### src/rtl/trap_controller_if.sv
// MEM-stage trap/xRET interface: retiring-instruction info and CSR state in,
// flush/redirect/CSR-write commands out.
interface trap_controller_if #(
    parameter int unsigned XLEN = 32
);
    logic            exmem_valid;
    logic [XLEN-1:0] exmem_pc;
    logic            exmem_is_mret;
    logic            exmem_is_sret;
    logic            mem_stall;
    logic            exception;
    logic [4:0]      exception_cause;
    logic [XLEN-1:0] exception_tval;
    logic [11:0]     irq_pending;
    logic [1:0]      current_priv;
    logic            mstatus_mie;
    logic            mstatus_sie;
    logic            mstatus_tsr;
    logic [XLEN-1:0] medeleg;
    logic [XLEN-1:0] mideleg;
    logic [XLEN-1:0] mtvec;
    logic [XLEN-1:0] stvec;
    logic [XLEN-1:0] mepc;
    logic [XLEN-1:0] sepc;

    logic            trap_flush;
    logic [1:0]      trap_target_priv;
    logic            mret_flush;
    logic            sret_flush;
    logic            redirect_valid;
    logic [XLEN-1:0] redirect_pc;
    logic            csr_trap_we;
    logic [XLEN-1:0] csr_trap_cause;
    logic [XLEN-1:0] csr_trap_epc;
    logic [XLEN-1:0] csr_trap_tval;
    logic            pipe_hold;

    modport master (
        output exmem_valid, exmem_pc, exmem_is_mret, exmem_is_sret, mem_stall,
               exception, exception_cause, exception_tval, irq_pending,
               current_priv, mstatus_mie, mstatus_sie, mstatus_tsr,
               medeleg, mideleg, mtvec, stvec, mepc, sepc,
        input  trap_flush, trap_target_priv, mret_flush, sret_flush,
               redirect_valid, redirect_pc, csr_trap_we, csr_trap_cause,
               csr_trap_epc, csr_trap_tval, pipe_hold
    );

    modport slave (
        input  exmem_valid, exmem_pc, exmem_is_mret, exmem_is_sret, mem_stall,
               exception, exception_cause, exception_tval, irq_pending,
               current_priv, mstatus_mie, mstatus_sie, mstatus_tsr,
               medeleg, mideleg, mtvec, stvec, mepc, sepc,
        output trap_flush, trap_target_priv, mret_flush, sret_flush,
               redirect_valid, redirect_pc, csr_trap_we, csr_trap_cause,
               csr_trap_epc, csr_trap_tval, pipe_hold
    );
endinterface

### src/rtl/trap_controller.sv
// Trap/xRET arbiter for the MEM stage: picks one event per retiring instruction,
// issues a one-cycle commit (flush, redirect, CSR write) and then holds the pipe.
module trap_controller #(
    parameter int unsigned XLEN        = 32,
    parameter int unsigned HOLD_CYCLES = 2
) (
    input logic             clk,
    input logic             reset,
    trap_controller_if.slave bus
);
    localparam int unsigned CNT_W = 3;
    localparam logic [1:0]  PRIV_U = 2'b00;
    localparam logic [1:0]  PRIV_S = 2'b01;
    localparam logic [1:0]  PRIV_M = 2'b11;
    localparam logic [3:0]  IRQ_ORDER [6] = '{4'd11, 4'd3, 4'd7, 4'd9, 4'd1, 4'd5};

    typedef enum logic [1:0] {IDLE, COMMIT, HOLD} state_t;
    typedef enum logic [1:0] {EV_TRAP, EV_MRET, EV_SRET} ev_t;

    state_t            state, state_next;
    logic [CNT_W-1:0]  hold_cnt, hold_cnt_next;

    logic              take;
    logic              illegal_sret;
    logic [11:0]       irq_enabled;
    logic              irq_take;
    logic [4:0]        irq_code;
    logic              sel_valid;
    ev_t               sel_kind;
    logic              sel_int;
    logic [4:0]        sel_code;
    logic [XLEN-1:0]   sel_tval;
    logic              sel_deleg;
    logic [1:0]        sel_target;
    logic [XLEN-1:0]   tvec;
    logic [XLEN-1:0]   trap_pc;
    logic              unused_mideleg;

    logic              trap_flush_d, mret_flush_d, sret_flush_d;
    logic              redirect_valid_d, csr_trap_we_d, pipe_hold_d;
    logic [1:0]        trap_target_priv_d;
    logic [XLEN-1:0]   redirect_pc_d, csr_trap_cause_d, csr_trap_epc_d, csr_trap_tval_d;

    assign unused_mideleg = ^bus.mideleg[XLEN-1:12];

    assign take         = bus.exmem_valid && !bus.mem_stall;
    assign illegal_sret = bus.exmem_is_sret &&
                          (bus.current_priv == PRIV_U ||
                           (bus.current_priv == PRIV_S && bus.mstatus_tsr));

    // Per-line interrupt enable, then fixed-priority pick among enabled lines
    always_comb begin
        irq_enabled = '0;
        irq_take    = 1'b0;
        irq_code    = '0;
        for (int b = 0; b < 12; b++) begin
            if (bus.mideleg[b])
                irq_enabled[b] = bus.irq_pending[b] &&
                                 (bus.current_priv == PRIV_U ||
                                  (bus.current_priv == PRIV_S && bus.mstatus_sie));
            else
                irq_enabled[b] = bus.irq_pending[b] &&
                                 (bus.current_priv != PRIV_M || bus.mstatus_mie);
        end
        for (int i = 5; i >= 0; i--) begin
            if (irq_enabled[IRQ_ORDER[i]]) begin
                irq_take = 1'b1;
                irq_code = 5'(IRQ_ORDER[i]);
            end
        end
    end

    // Event selection: exception > illegal SRET > interrupt > MRET > SRET
    always_comb begin
        sel_valid = 1'b0;
        sel_kind  = EV_TRAP;
        sel_int   = 1'b0;
        sel_code  = '0;
        sel_tval  = '0;
        sel_deleg = 1'b0;
        if (take) begin
            if (bus.exception) begin
                sel_valid = 1'b1;
                sel_code  = bus.exception_cause;
                sel_tval  = bus.exception_tval;
                sel_deleg = bus.medeleg[bus.exception_cause];
            end else if (illegal_sret) begin
                sel_valid = 1'b1;
                sel_code  = 5'd2;
                sel_deleg = bus.medeleg[2];
            end else if (irq_take) begin
                sel_valid = 1'b1;
                sel_int   = 1'b1;
                sel_code  = irq_code;
                sel_deleg = bus.mideleg[irq_code];
            end else if (bus.exmem_is_mret) begin
                sel_valid = 1'b1;
                sel_kind  = EV_MRET;
            end else if (bus.exmem_is_sret) begin
                sel_valid = 1'b1;
                sel_kind  = EV_SRET;
            end
        end
    end

    assign sel_target = (bus.current_priv != PRIV_M && sel_deleg) ? PRIV_S : PRIV_M;
    assign tvec       = (sel_target == PRIV_S) ? bus.stvec : bus.mtvec;
    assign trap_pc    = {tvec[XLEN-1:2], 2'b00} +
                        ((sel_int && tvec[1:0] == 2'b01) ? XLEN'({sel_code, 2'b00}) : '0);

    // State register
    always_ff @(posedge clk or posedge reset) begin
        if (reset) begin
            state    <= IDLE;
            hold_cnt <= '0;
        end else begin
            state    <= state_next;
            hold_cnt <= hold_cnt_next;
        end
    end

    // Next-state logic
    always_comb begin
        state_next    = state;
        hold_cnt_next = hold_cnt;
        unique case (state)
            IDLE:   if (sel_valid) state_next = COMMIT;
            COMMIT: begin
                state_next    = HOLD;
                hold_cnt_next = CNT_W'(HOLD_CYCLES - 1);
            end
            HOLD: begin
                if (hold_cnt == '0) state_next = IDLE;
                else                hold_cnt_next = hold_cnt - CNT_W'(1);
            end
            default: state_next = IDLE;
        endcase
    end

    // Output logic: next values of the registered commit outputs
    always_comb begin
        trap_flush_d       = 1'b0;
        mret_flush_d       = 1'b0;
        sret_flush_d       = 1'b0;
        redirect_valid_d   = 1'b0;
        csr_trap_we_d      = 1'b0;
        trap_target_priv_d = PRIV_M;
        redirect_pc_d      = '0;
        csr_trap_cause_d   = '0;
        csr_trap_epc_d     = '0;
        csr_trap_tval_d    = '0;
        pipe_hold_d        = (state_next != IDLE);
        if (state == IDLE && sel_valid) begin
            redirect_valid_d = 1'b1;
            unique case (sel_kind)
                EV_MRET: begin
                    mret_flush_d  = 1'b1;
                    redirect_pc_d = bus.mepc;
                end
                EV_SRET: begin
                    sret_flush_d  = 1'b1;
                    redirect_pc_d = bus.sepc;
                end
                default: begin
                    trap_flush_d       = 1'b1;
                    csr_trap_we_d      = 1'b1;
                    trap_target_priv_d = sel_target;
                    redirect_pc_d      = trap_pc;
                    csr_trap_cause_d   = {sel_int, {(XLEN-6){1'b0}}, sel_code};
                    csr_trap_epc_d     = bus.exmem_pc;
                    csr_trap_tval_d    = sel_tval;
                end
            endcase
        end
    end

    always_ff @(posedge clk or posedge reset) begin
        if (reset) begin
            bus.trap_flush       <= 1'b0;
            bus.mret_flush       <= 1'b0;
            bus.sret_flush       <= 1'b0;
            bus.redirect_valid   <= 1'b0;
            bus.csr_trap_we      <= 1'b0;
            bus.pipe_hold        <= 1'b0;
            bus.trap_target_priv <= PRIV_M;
            bus.redirect_pc      <= '0;
            bus.csr_trap_cause   <= '0;
            bus.csr_trap_epc     <= '0;
            bus.csr_trap_tval    <= '0;
        end else begin
            bus.trap_flush       <= trap_flush_d;
            bus.mret_flush       <= mret_flush_d;
            bus.sret_flush       <= sret_flush_d;
            bus.redirect_valid   <= redirect_valid_d;
            bus.csr_trap_we      <= csr_trap_we_d;
            bus.pipe_hold        <= pipe_hold_d;
            bus.trap_target_priv <= trap_target_priv_d;
            bus.redirect_pc      <= redirect_pc_d;
            bus.csr_trap_cause   <= csr_trap_cause_d;
            bus.csr_trap_epc     <= csr_trap_epc_d;
            bus.csr_trap_tval    <= csr_trap_tval_d;
        end
    end
endmodule

### src/flat_wrapper.sv
// flat-port wrapper written by rule: the top's interface ports become plain ports
module trap_controller_flat 
#(
    parameter int unsigned XLEN        = 32,
    parameter int unsigned HOLD_CYCLES = 2
)
  (clk, reset, bus_exmem_valid, bus_exmem_pc, bus_exmem_is_mret, bus_exmem_is_sret, bus_mem_stall, bus_exception, bus_exception_cause, bus_exception_tval, bus_irq_pending, bus_current_priv, bus_mstatus_mie, bus_mstatus_sie, bus_mstatus_tsr, bus_medeleg, bus_mideleg, bus_mtvec, bus_stvec, bus_mepc, bus_sepc, bus_trap_flush, bus_trap_target_priv, bus_mret_flush, bus_sret_flush, bus_redirect_valid, bus_redirect_pc, bus_csr_trap_we, bus_csr_trap_cause, bus_csr_trap_epc, bus_csr_trap_tval, bus_pipe_hold);
  trap_controller_if #(.XLEN(XLEN)) bus_i ();
  input logic clk;
  input logic reset;
  input wire logic [$bits(bus_i.exmem_valid)-1:0] bus_exmem_valid;
  input wire logic [$bits(bus_i.exmem_pc)-1:0] bus_exmem_pc;
  input wire logic [$bits(bus_i.exmem_is_mret)-1:0] bus_exmem_is_mret;
  input wire logic [$bits(bus_i.exmem_is_sret)-1:0] bus_exmem_is_sret;
  input wire logic [$bits(bus_i.mem_stall)-1:0] bus_mem_stall;
  input wire logic [$bits(bus_i.exception)-1:0] bus_exception;
  input wire logic [$bits(bus_i.exception_cause)-1:0] bus_exception_cause;
  input wire logic [$bits(bus_i.exception_tval)-1:0] bus_exception_tval;
  input wire logic [$bits(bus_i.irq_pending)-1:0] bus_irq_pending;
  input wire logic [$bits(bus_i.current_priv)-1:0] bus_current_priv;
  input wire logic [$bits(bus_i.mstatus_mie)-1:0] bus_mstatus_mie;
  input wire logic [$bits(bus_i.mstatus_sie)-1:0] bus_mstatus_sie;
  input wire logic [$bits(bus_i.mstatus_tsr)-1:0] bus_mstatus_tsr;
  input wire logic [$bits(bus_i.medeleg)-1:0] bus_medeleg;
  input wire logic [$bits(bus_i.mideleg)-1:0] bus_mideleg;
  input wire logic [$bits(bus_i.mtvec)-1:0] bus_mtvec;
  input wire logic [$bits(bus_i.stvec)-1:0] bus_stvec;
  input wire logic [$bits(bus_i.mepc)-1:0] bus_mepc;
  input wire logic [$bits(bus_i.sepc)-1:0] bus_sepc;
  output wire logic [$bits(bus_i.trap_flush)-1:0] bus_trap_flush;
  output wire logic [$bits(bus_i.trap_target_priv)-1:0] bus_trap_target_priv;
  output wire logic [$bits(bus_i.mret_flush)-1:0] bus_mret_flush;
  output wire logic [$bits(bus_i.sret_flush)-1:0] bus_sret_flush;
  output wire logic [$bits(bus_i.redirect_valid)-1:0] bus_redirect_valid;
  output wire logic [$bits(bus_i.redirect_pc)-1:0] bus_redirect_pc;
  output wire logic [$bits(bus_i.csr_trap_we)-1:0] bus_csr_trap_we;
  output wire logic [$bits(bus_i.csr_trap_cause)-1:0] bus_csr_trap_cause;
  output wire logic [$bits(bus_i.csr_trap_epc)-1:0] bus_csr_trap_epc;
  output wire logic [$bits(bus_i.csr_trap_tval)-1:0] bus_csr_trap_tval;
  output wire logic [$bits(bus_i.pipe_hold)-1:0] bus_pipe_hold;
  assign bus_i.exmem_valid = bus_exmem_valid;
  assign bus_i.exmem_pc = bus_exmem_pc;
  assign bus_i.exmem_is_mret = bus_exmem_is_mret;
  assign bus_i.exmem_is_sret = bus_exmem_is_sret;
  assign bus_i.mem_stall = bus_mem_stall;
  assign bus_i.exception = bus_exception;
  assign bus_i.exception_cause = bus_exception_cause;
  assign bus_i.exception_tval = bus_exception_tval;
  assign bus_i.irq_pending = bus_irq_pending;
  assign bus_i.current_priv = bus_current_priv;
  assign bus_i.mstatus_mie = bus_mstatus_mie;
  assign bus_i.mstatus_sie = bus_mstatus_sie;
  assign bus_i.mstatus_tsr = bus_mstatus_tsr;
  assign bus_i.medeleg = bus_medeleg;
  assign bus_i.mideleg = bus_mideleg;
  assign bus_i.mtvec = bus_mtvec;
  assign bus_i.stvec = bus_stvec;
  assign bus_i.mepc = bus_mepc;
  assign bus_i.sepc = bus_sepc;
  assign bus_trap_flush = bus_i.trap_flush;
  assign bus_trap_target_priv = bus_i.trap_target_priv;
  assign bus_mret_flush = bus_i.mret_flush;
  assign bus_sret_flush = bus_i.sret_flush;
  assign bus_redirect_valid = bus_i.redirect_valid;
  assign bus_redirect_pc = bus_i.redirect_pc;
  assign bus_csr_trap_we = bus_i.csr_trap_we;
  assign bus_csr_trap_cause = bus_i.csr_trap_cause;
  assign bus_csr_trap_epc = bus_i.csr_trap_epc;
  assign bus_csr_trap_tval = bus_i.csr_trap_tval;
  assign bus_pipe_hold = bus_i.pipe_hold;
  trap_controller #(.XLEN(XLEN), .HOLD_CYCLES(HOLD_CYCLES)) u_core (.clk(clk), .reset(reset), .bus(bus_i));
endmodule
### config.mk
export PLATFORM = sky130hd
export DESIGN_NAME = trap_controller_flat
export DESIGN_NICKNAME = d
export VERILOG_FILES = /design/src/rtl/trap_controller_if.sv /design/src/rtl/trap_controller.sv /design/src/flat_wrapper.sv
export SDC_FILE = /design/constraint.sdc
export NUM_CORES = 1
export LEC_CHECK = 0
export CORE_AREA = 2 2 164 166
export DETAILED_ROUTE_END_ITERATION = 12
export DIE_AREA = 0 0 166 168
export SLEW_MARGIN = 20
export SYNTH_ARGS = -nofsm -noshare
export SYNTH_HDL_FRONTEND = slang
export SYNTH_SLANG_ARGS = --single-unit
### constraint.sdc
create_clock -name clk -period 4.3 [get_ports clk]
set_clock_uncertainty 0.15 [all_clocks]
set_input_delay 0.645 -clock clk [delete_from_list [all_inputs] [get_ports clk]]
set_output_delay 0.645 -clock clk [all_outputs]
set_load 0.005 [all_outputs]
---- After elaboration in Yosys (flattened, before gate mapping) ----
Index checks and enable logic that the tools add are counted.
Widths: inputs -> output; s select.
word-level totals
  register bits after elaboration ......... 140
  output and inout bits ................... 136
cells by class
  $add $sub $neg .......................... 2
  $lt $le $gt $ge ......................... 2
  equal/unequal tests ..................... 9
  muxes and demuxes ....................... 73
  reductions and logical operators ........ 30
operator list
  operator             number
  $mux 32              10
  $pmux 32 s2          1
  $mux 1               35
  $add 32x32->32       1
  $mux 2               11
  $mux 4               5
  $logic_and 1x1->1    19
  $mux 5               3
  $bmux 1 s5           2
  $eq 2x1->1 const B   5
  $mux 3               3
  $mux 7               1
  $lt 4x6->1 const B   1
  $lt 5x6->1 const B   1
  $pmux 2 s3           1
  $pmux 3 s2           1
  $eq 2x2->1 const B   2
  $logic_not 2->1      2
  $ne 2x2->1 const B   2
  $reduce_bool 2->1    2
  $logic_not 3->1      1
  $logic_or 1x1->1     3
  $sub 3x1->3 const B  1
  $reduce_and 2->1     1
  2 further kinds      2

---- Longest topological paths before layout ----
Gate-level depths: netlist (run 1).
  word-level depth ........................ 27
  depth in mapped cells ................... 25
  mapped depth without buffers ............ 22

---- Worst setup path after synthesis (run 1) ----
OpenSTA, ideal clock, no wires.
  path type ............................... input port to flip-flop
  start point ............................. in bus_exception_cause[0]
  end point ............................... reg u_core.bus.redirect_pc[19] in the netlist's numbering
  setup time .............................. 94 ps
  arrival time ............................ 4797 ps
  data required time ...................... 4056 ps
  slack ................................... -741 ps
  stages on the path ...................... 20
  buffers on the path ..................... 4
  cells stage by stage .................... buf_2 mux4_2 mux4_2 o31a_1 and2_1 buf_4 nand2_4 buf_2 mux2i_1 inv_1 ha_1 a21o_1 a21oi_1 nor2b_1 o21ai_0 nand2b_1 clkbuf_1 o2111ai_1 xor2_1 a221oi_2
on the way
  word-level cells in the longest chain between the ends .. 14
  elaborated cells on any way between the ends .. 16
  those cells by class .................... 1 x add/sub; 2 x eq/ne; 11 x mux; 2 x reduce/logical
ends and longest elaborated chain
  what                          RTL line                  RTL
  from (decl)                   flat_wrapper.sv:17        input wire logic [$bits(bus_i.exception_cause)-1:0] bus_exception_cause;
  $bmux 1 s5                    trap_controller.sv:86     sel_deleg = bus.medeleg[bus.exception_cause];
  $mux 1 (not written as such)  trap_controller.sv:86
  $mux 1                        trap_controller.sv:82     if (bus.exception) begin
  $mux 1                        trap_controller.sv:81     if (take) begin
  $logic_and 1x1->1             trap_controller.sv:106    assign sel_target = (bus.current_priv != PRIV_M && sel_deleg) ? PRIV_S : PRIV_M;
  $mux 2                        trap_controller.sv:106
  $eq 2x1->1                    trap_controller.sv:107    assign tvec = (sel_target == PRIV_S) ? bus.stvec : bus.mtvec;
  $mux 32                       trap_controller.sv:107
  $eq 2x1->1                    trap_controller.sv:109    ((sel_int && tvec[1:0] == 2'b01) ? XLEN'({sel_code, 2'b00}) : '0);
  $logic_and 1x1->1             trap_controller.sv:109
  $mux 7                        trap_controller.sv:109
  $add 32x32->32 (*)            trap_controller.sv:108    assign trap_pc = {tvec[XLEN-1:2], 2'b00} +
  $pmux 32 s2 (*)               trap_controller.sv:155    unique case (sel_kind)
  $mux 32 (*)                   trap_controller.sv:153    if (state == IDLE && sel_valid) begin
  net u_core.redirect_pc_d[19]  trap_controller.sv:42     logic [XLEN-1:0] redirect_pc_d, csr_trap_cause_d, csr_trap_epc_d, csr_trap_tval_d;
  to (signal assigned)          trap_controller.sv:198    bus.redirect_pc <= redirect_pc_d;
  to (decl)                     trap_controller_if.sv:54  redirect_valid, redirect_pc, csr_trap_we, csr_trap_cause,
The timed path passes the listed nets; every way through them passes the cells marked *. The select of a mux whose other input is x is not followed.
A chain may end at the register's enable or synchronous reset.

---- Worst setup path after layout (run 1) ----
  start point ............................. in bus_mideleg[11]
  end point ............................... reg u_core.bus.redirect_pc[10] in the netlist's numbering
on the way
  word-level cells in the longest chain between the ends .. 18
  elaborated cells on any way between the ends .. 38
  those cells by class .................... 1 x add/sub; 4 x eq/ne; 30 x mux; 3 x reduce/logical
ends and longest elaborated chain
  what                          RTL line                RTL
  from (decl)                   flat_wrapper.sv:25      input wire logic [$bits(bus_i.mideleg)-1:0] bus_mideleg;
  $mux 1                        trap_controller.sv:57   if (bus.mideleg[b])
  $mux 4                        trap_controller.sv:66   if (irq_enabled[IRQ_ORDER[i]]) begin
  $bmux 1 s5                    trap_controller.sv:95   sel_deleg = bus.mideleg[irq_code];
  $mux 1 (not written as such)  trap_controller.sv:95
  $mux 1                        trap_controller.sv:91   end else if (irq_take) begin
  $mux 1                        trap_controller.sv:87   end else if (illegal_sret) begin
  $mux 1                        trap_controller.sv:82
  $mux 1                        trap_controller.sv:81
  (+3 left out)                 n/a
  $mux 32                       trap_controller.sv:107
  $eq 2x1->1                    trap_controller.sv:109
  $logic_and 1x1->1             trap_controller.sv:109
  $mux 7                        trap_controller.sv:109
  $add 32x32->32                trap_controller.sv:108
  $pmux 32 s2                   trap_controller.sv:155
  $mux 32 (*)                   trap_controller.sv:153
  net u_core.redirect_pc_d[10]  trap_controller.sv:42
Marks and branches as above.

==> results of run 1 <==
sequential cells by signal (all words and copies together), names as in the netlist:
signal,cells
u_core.bus.csr_trap_epc,32
u_core.bus.csr_trap_tval,32
u_core.bus.redirect_pc,32
u_core.bus.csr_trap_cause,6
u_core.hold_cnt,3
u_core.state,2
u_core.bus.mret_flush,1
u_core.bus.pipe_hold,1
u_core.bus.redirect_valid,1
u_core.bus.sret_flush,1
u_core.bus.trap_flush,1
u_core.bus.trap_target_priv,1
repair_timing:
action | CTS | global route
resized for setup | 91 | 52
gates cloned | 1 | 0
pin swaps | 48 | 46
setup endpoints to repair | 27 | 27
endpoints found under the hold margin | 0 | 0
setup buffers | 18 | 10
cell families after synthesis:
group / Yosys count
adders and majority gates: 10
xor gates and xnor gates: 30
DFF: 113
buffers and inverters: 92
AOI/OAI and AO/OA: 169
and+or+nand+nor: 217
muxes: 31
other: 2
how the worst min path moves through the flow:
stage	endpoint	cells past startpoint	slack (ns)	startpoint
CTS	u_core.hold_cnt[1]	1	0.39	u_core.hold_cnt[1]
detailed placement	u_core.hold_cnt[1]	1	0.37	u_core.hold_cnt[1]
finish	u_core.hold_cnt[1]	1	0.39	u_core.hold_cnt[1]
global route	u_core.hold_cnt[1]	1	0.40	u_core.hold_cnt[1]
global placement	u_core.hold_cnt[1]	1	0.37	u_core.hold_cnt[1]
floorplan	u_core.hold_cnt[1]	1	0.35	u_core.hold_cnt[1]
per-stage QoR:
step	power (uW)	hold slack [ns]	cells
finish	3560	0.393	1461
global route	3730	0.398	1461
CTS	3560	0.388	1456
detailed placement	2190	0.372	1407
global placement	2180	0.366	1407
floorplan	1620	0.346	690
area by class of cell:
class	count	area, um^2	area share, %
clock buffer	18	429	3.48
clock inverter	13	116	0.943
sequential	113	2830	22.9
antenna	2	5.00	0.0406
inverter	19	73.8	0.598
tap	341	427	3.46
multi-input combinational	485	3940	31.9
timing repair buffer	470	4520	36.6
metal layers:
layer,vias to the layer above,share of wire (%),GRT usage [%]
met2,330,51,34.2
met1,3404,42,23.8
li1,3310,-,-
met5,-,0,0
met4,0,2.4,6.54
met3,34,5.6,4.33
where the power goes:
group | switching [uW] | internal, uW
Clock | 534 | 791
Combinational | 438 | 604
Sequential | 39.0 | 1150
Total | 1010 | 2550
cell usage in the layout (no fill, tap or decap), types with 8 or more instances in the layout:
cell,count
a21oi_1,27
a21oi_2,11
a221oi_1,26
and3_1,82
buf_4,86
buf_6,18
clkbuf_16,17
clkdlybuf4s50_1,334
conb_1,28
dfrtp_1,112
dlygate4sd2_1,24
inv_1,16
mux2i_1,18
mux4_2,9
nand2_1,43
nand3_1,12
nand4_1,10
nor2_1,13
nor3_1,10
o211ai_1,8
o21ai_0,9
xnor2_1,10
xor2_1,11
==> metrics.yaml, run 1 <==
status:
  status: "finished, violations left"
  violations: "negative setup slack"
setup_path:
  setup.worst_path.start: "bus_mideleg[11]"
  cpMaxStageDelayCell: "clkdlybuf4s50_1"
  crit_top_cell: "o21ai_1"
  regToRegStartpoint: "u_core.state[0]"
  end_kind: "flip-flop"
  rr_endpoint: "u_core.bus.redirect_pc[28]"
  arrival_ns: 4.68
  rrSetupSlack_ns: 1.78
  crit_end: "u_core.bus.redirect_pc[10]"
  r2r_cells: 7
  crit_type: "input pin to flip-flop"
  cp_cell_sequence: "clkdlybuf4s50_1 -> o21ai_0 -> and3_4 -> a2111oi_4 -> mux2_4 -> o21ai_4 -> nand2_8 -> nor3b_4 -> o21ai_2 -> buf_6 -> or2_4 -> fa_2 -> nor2b_1 -> o21ai_1 -> nand2b_1 -> a21o_4 -> buf_12 -> nand2_2 -> xnor2_2 -> o21ai_1 -> a221oi_1"
  critical_path_buf_inv_count: 3
  cp.depth: 21
  startpoint_type: "input pin"
  worstPathMaxFanout: 6
  critPathRequiredTime_ns: 4.46
  crit_family: "compound AO/OA/AOI/OAI gates"
  slowest_delay_ns: 0.55
global_route:
  grt_pass1_wl_um: 42300
  grt_max_degree: 65
  antenna_found_initial: 1
  grt_pass1_vias: 7391
  track_usage_pct: 19.5
  grt-ovfl-total: 0
clock_tree:
  h-tree-depth: 4
  cts-root-buf: "clkbuf_16"
  clkSinkCount: 113
  cts_hold_buf: 0
  clk_latency_ns: 0.41
  tritoncts: "built"
  cts.path.max_buffers: 2
  clkTransAtPathRegs_ns: 0.05
  numCtsBuffers: 17
sta:
  setup_tns_ns: -2.86
  finalCritPeriodShare_pct: 105
  setup_violations: 21
  period_minus_slack_ns: 4.52
  finalHoldViolCount: 0
  slew_viol_final: 0
  relSlewSlack_pct: 45.5
  worstMarginPinSlew_ns: 0.817
  fin_ws_ns: -0.221
  max_freq_ghz: 0.221
  rsz0062_at_grt: "true"
logic_synthesis:
  synth-adder-area-share_pct: 1.99
  syn_inst: 664
  yosys_register_bits: 113
  synth_top_area_share_pct: 42.1
  postSynth.asyncResetShare_pct: 100
  synth_seq_area_share_pct: 42.5
  ys_types: 75
  syn_area_um2: 6660
  synth_top_family_by_area: "compound AO/OA/AOI/OAI gates"
  synth-compound-area-share_pct: 19.4
  synthFlopType: "dfrtp_1"
  synth_xor_xnor_area_share_pct: 3.94
  yosys.area_share.simple_pct: 18.4
  synth_mux_area_share_pct: 6.46
  yosysTopAreaCell: "dfrtp_1"
  synthMostInstantiatedCell: "dfrtp_1"
  synth_area_per_cell_um2: 10.0
  yosys_warnings: 0
  synth_edf_count: 0
  synth_common_cells: "dfrtp_1 (112), and3_1 (84), nand2_1 (47), a21oi_1 (37), buf_4 (31)"
  synthTopCellsByArea: "dfrtp_1 (42%), and3_1 (7.9%), a221oi_1 (3.5%)"
route:
  ant_nets: 0
  vias_per_cell: 4.84
  wl_um: 28100
  wl_per_cell_um: 19.2
  vias: 7078
  drc_errors: 0
  first_pass_iters: 5
  drtIter0Drc: 567
floorplanning:
  start_util_pct: 25.3
  io_pins: 421
  coreArea_um2: 26400
  rows: 60
  dieArea_um2: 27900
  die-width_um: 166
  fp.dieH_um: 168
pwr:
  power_per_cell_area_nw_per_um2: 289
  p_leak_uw: 0.00553
  peakVddDrop_mv: 0.258
finish:
  design_area_um2: 12300
  nets: 1401
  fin_util_pct: 46.8
  fill_cells: 2411
  syn_to_final_growth_pct: 85.2
  drive_above_1_share_pct: 22.5
place:
  routabilityCongestion: 0.846
  dpl-instance-area_um2: 11200
  port_buffers: 363
  dp_slack_ns: -1.01
  dpl.hpwl_um: 21500
min_path:
  hp-class: "flip-flop to flip-flop"
job:
  cap_violations: 0
No activity file was read; power rests on OpenSTA's default activity.
==> inputs of run 2 (changes only) <==
--- a/config.mk
+++ b/config.mk
@@ -5,9 +5,12 @@
 export SDC_FILE = /design/constraint.sdc
 export NUM_CORES = 1
 export LEC_CHECK = 0
-export CORE_AREA = 2 2 164 166
+export CELL_PAD_IN_SITES_DETAIL_PLACEMENT = 0
+export CELL_PAD_IN_SITES_GLOBAL_PLACEMENT = 2
+export CORE_MARGIN = 2
+export CORE_UTILIZATION = 20
 export DETAILED_ROUTE_END_ITERATION = 12
-export DIE_AREA = 0 0 166 168
+export PLACE_DENSITY_LB_ADDON = 0.1
 export SLEW_MARGIN = 20
 export SYNTH_ARGS = -nofsm -noshare
 export SYNTH_HDL_FRONTEND = slang
==> run 2 against run 1 <==
Compared with the run above: the run still ends with negative setup slack left; sequential power about the same; die area rose by 25%; utilization fell by 8.3 points; critical path depth grew 1.
==> metrics.yaml, run 2 (synthesized netlist as in run 1, its figures left out) <==
pwr:
  pwr-share-comb_pct: 30.1  # was 29.3%
  seq_power_share_pct: 33.7  # was 33.5%
  power_per_cell_area_nw_per_um2: 281  # was 289 nW/um^2
  p_int_uw: 2500  # was 2550 uW
  switching_share_pct: 29.3  # was 28.4%
  pwr-share-clk_pct: 36.2  # was 37.2%
  peakVddDrop_mv: 0.232  # was 0.258 mV
  power.total_uw: 3540  # was 3560 uW
  p_leak_uw: 0.00556  # was 0.00553 uW
  switching_power_uw: 1040  # was 1010 uW
setup_path:
  critical_path_buf_inv_count: 2  # was 3
  cp_cell_sequence: "buf_6 -> and2b_4 -> a21boi_4 -> a22o_1 -> a2111oi_4 -> mux2_4 -> o21a_1 -> nor2_4 -> nor3b_4 -> o21ai_4 -> nor2_1 -> ha_1 -> a21o_1 -> a21oi_2 -> nor2b_1 -> o21ai_1 -> nand2b_1 -> buf_6 -> and2_4 -> a211o_1 -> nand3_2 -> a21oi_2"  # was clkdlybuf4s50_1 -> o21ai_0 -> and3_4 -> a2111oi_4 -> mux2_4 -> o21ai_4 -> nand2_8 -> nor3b_4 -> o21ai_2 -> buf_6 -> or2_4 -> fa_2 -> nor2b_1 -> o21ai_1 -> nand2b_1 -> a21o_4 -> buf_12 -> nand2_2 -> xnor2_2 -> o21ai_1 -> a221oi_1
  r2r_cells: 8  # was 7
  critPathRequiredTime_ns: 4.43  # was 4.46 ns
  worstPathMaxFanout: 7  # was 6
  startpoint_type: "input pin"  # unchanged
  crit_family: "compound AO/OA/AOI/OAI gates"  # unchanged
  cpMaxStageDelayCell: "mux2_4"  # was clkdlybuf4s50_1
  crit_type: "input pin to flip-flop"  # unchanged
  cp.depth: 22  # was 21
  arrival_ns: 4.55  # was 4.68 ns
  slowest_delay_ns: 0.37  # was 0.55 ns
  end_kind: "flip-flop"  # unchanged
global_route:
  track_usage_pct: 17.6  # was 19.5%
  grt-ovfl-total: 0  # unchanged
  grt_pass1_wl_um: 46300  # was 42300 um
  grt_max_degree: 61  # was 65
  antenna_found_initial: 4  # was 1
  grt_pass1_vias: 7448  # was 7391
route:
  wl_met2_um: 14400  # was 14200 um
  drt-met1-wl_um: 13900  # was 11700 um
  vias_per_cell: 4.48  # was 4.84
  dr_wl_met3_um: 1780  # was 1560 um
  highest_layer: "met5"  # was met4
  wl_um: 30600  # was 28100 um
  drc_errors: 0  # unchanged
  ant_nets: 0  # unchanged
  vias: 7069  # was 7078
  wl_per_cell_um: 19.4  # was 19.2 um
  first_pass_iters: 4  # was 5
  drtIter0Drc: 300  # was 567
floorplanning:
  rows: 66  # was 60
  die-width_um: 187  # was 166 um
  start_util_pct: 20.4  # was 25.3%
  coreArea_um2: 32700  # was 26400 um^2
  dieArea_um2: 34800  # was 27900 um^2
  io_pins: 421  # unchanged
  fp.dieH_um: 187  # was 168 um
clock_tree:
  cts-root-buf: "clkbuf_16"  # unchanged
  clk_latency_ns: 0.42  # was 0.41 ns
  numCtsBuffers: 17  # unchanged
  cts_hold_buf: 0  # unchanged
  cts.path.max_buffers: 2  # unchanged
  h-tree-depth: 4  # unchanged
  tritoncts: "built"  # unchanged
  clkTransAtPathRegs_ns: 0.06  # was 0.05 ns
  clkSinkCount: 113  # unchanged
job:
  cap_violations: 0  # unchanged
finish:
  largest_registers: "u_core.bus.csr_trap_epc: 32 flops, u_core.bus.csr_trap_tval: 32 flops, u_core.bus.redirect_pc: 32 flops"  # unchanged
  nets: 1415  # was 1401
  drive_above_1_share_pct: 23.5  # was 22.5%
  final_common_cell: "clkdlybuf4s50_1"  # unchanged
  design_area_um2: 12600  # was 12300 um^2
  mostFrequentLayoutCells: "clkdlybuf4s50_1 (331), dfrtp_1 (112), buf_4 (101)"  # was clkdlybuf4s50_1 (334), dfrtp_1 (112), buf_4 (86)
  syn_to_final_growth_pct: 89.0  # was 85.2%
  fill_cells: 3342  # was 2411
status:
  violations: "negative setup slack"  # unchanged
  status: "finished, violations left"  # unchanged
place:
  dpl.hpwl_um: 23700  # was 21500 um
  routabilityCongestion: 0.762  # was 0.846
  dpl-instance-area_um2: 11400  # was 11200 um^2
  port_buffers: 363  # unchanged
sta:
  setup_tns_ns: -0.695  # was -2.86 ns
  finalHoldViolCount: 0  # unchanged
  slew_viol_final: 0  # unchanged
  relSlewSlack_pct: 43.2  # was 45.5%
  max_freq_ghz: 0.227  # was 0.221 GHz
  worstMarginPinSlew_ns: 0.852  # was 0.817 ns
  period_minus_slack_ns: 4.41  # was 4.52 ns
  finalCritPeriodShare_pct: 103  # was 105%
  setup_violations: 17  # was 21
  fin_ws_ns: -0.113  # was -0.221 ns
  rsz0062_at_grt: "true"  # unchanged
min_path:
  hp-class: "flip-flop to flip-flop"  # unchanged
  whs_path_depth: 1  # unchanged
run 2: metrics by stage:
step / instances / utilization (%) / hold WS, ns / setup WS, ns
floorplan: 690 / - / 0.346 / -0.389
global placement: 1520 / 34.8 / 0.373 / -0.955
detailed placement: 1520 / 34.8 / 0.378 / -1.08
CTS: 1572 / 37.6 / 0.395 / -0.0259
global route: 1576 / 38.5 / 0.410 / -0.309
finish: 1578 / 38.5 / 0.391 / -0.113
run 2: repair_timing:
item | CTS | global route
resized for setup | 110 | 53
setup endpoints to repair | 28 | 27
cloned | 1 | 0
buffers inserted | 19 | 11
pin swaps | 45 | 41
run 2: path summary, 6_finish.rpt:
check                                   startpoint                          to  slack, ns
worst max-delay path               bus_mstatus_sie  u_core.bus.redirect_pc[21]      -0.11
worst min-delay path            u_core.hold_cnt[1]          u_core.hold_cnt[1]       0.39
worst max register to register     u_core.state[0]  u_core.bus.redirect_pc[14]       1.79
worst min register to register  u_core.hold_cnt[1]          u_core.hold_cnt[1]       0.39
max in group asynchronous                    reset  u_core.bus.redirect_pc[30]       2.61
min in group asynchronous                    reset  u_core.bus.csr_trap_epc[2]       0.53
run 2: layout make-up:
type / instances / area [um^2] / share of cell area (%)
inverter: 19 / 73.8 / 0.586
tap: 442 / 553 / 4.39
timing repair buffer: 484 / 4660 / 37.0
sequential: 113 / 2830 / 22.5
multi-input combinational: 485 / 3950 / 31.4
clock inverter: 14 / 93.8 / 0.745
clock buffer: 18 / 429 / 3.41
antenna: 3 / 7.51 / 0.0596
run 2: layer usage:
| layer | GRT usage (%) | vias up |
|---|---|---|
| met4 | 5.13 | 2 |
| met5 | 0 | - |
| li1 | - | 3332 |
| met2 | 28.9 | 264 |
| met1 | 22.7 | 3446 |
| met3 | 4.57 | 25 |
run 2: power by group through the flow:
stage | clock (uW) | sequential [uW] | combinational (uW)
4_1_cts | 1320 | 1190 | 1040
3_5_place_dp | 0 | 1210 | 1000
2_1_floorplan | 0 | 1220 | 402
5_1_grt | 1370 | 1210 | 1150
6_report | 1280 | 1190 | 1070
3_3_place_gp | 0 | 1210 | 1010
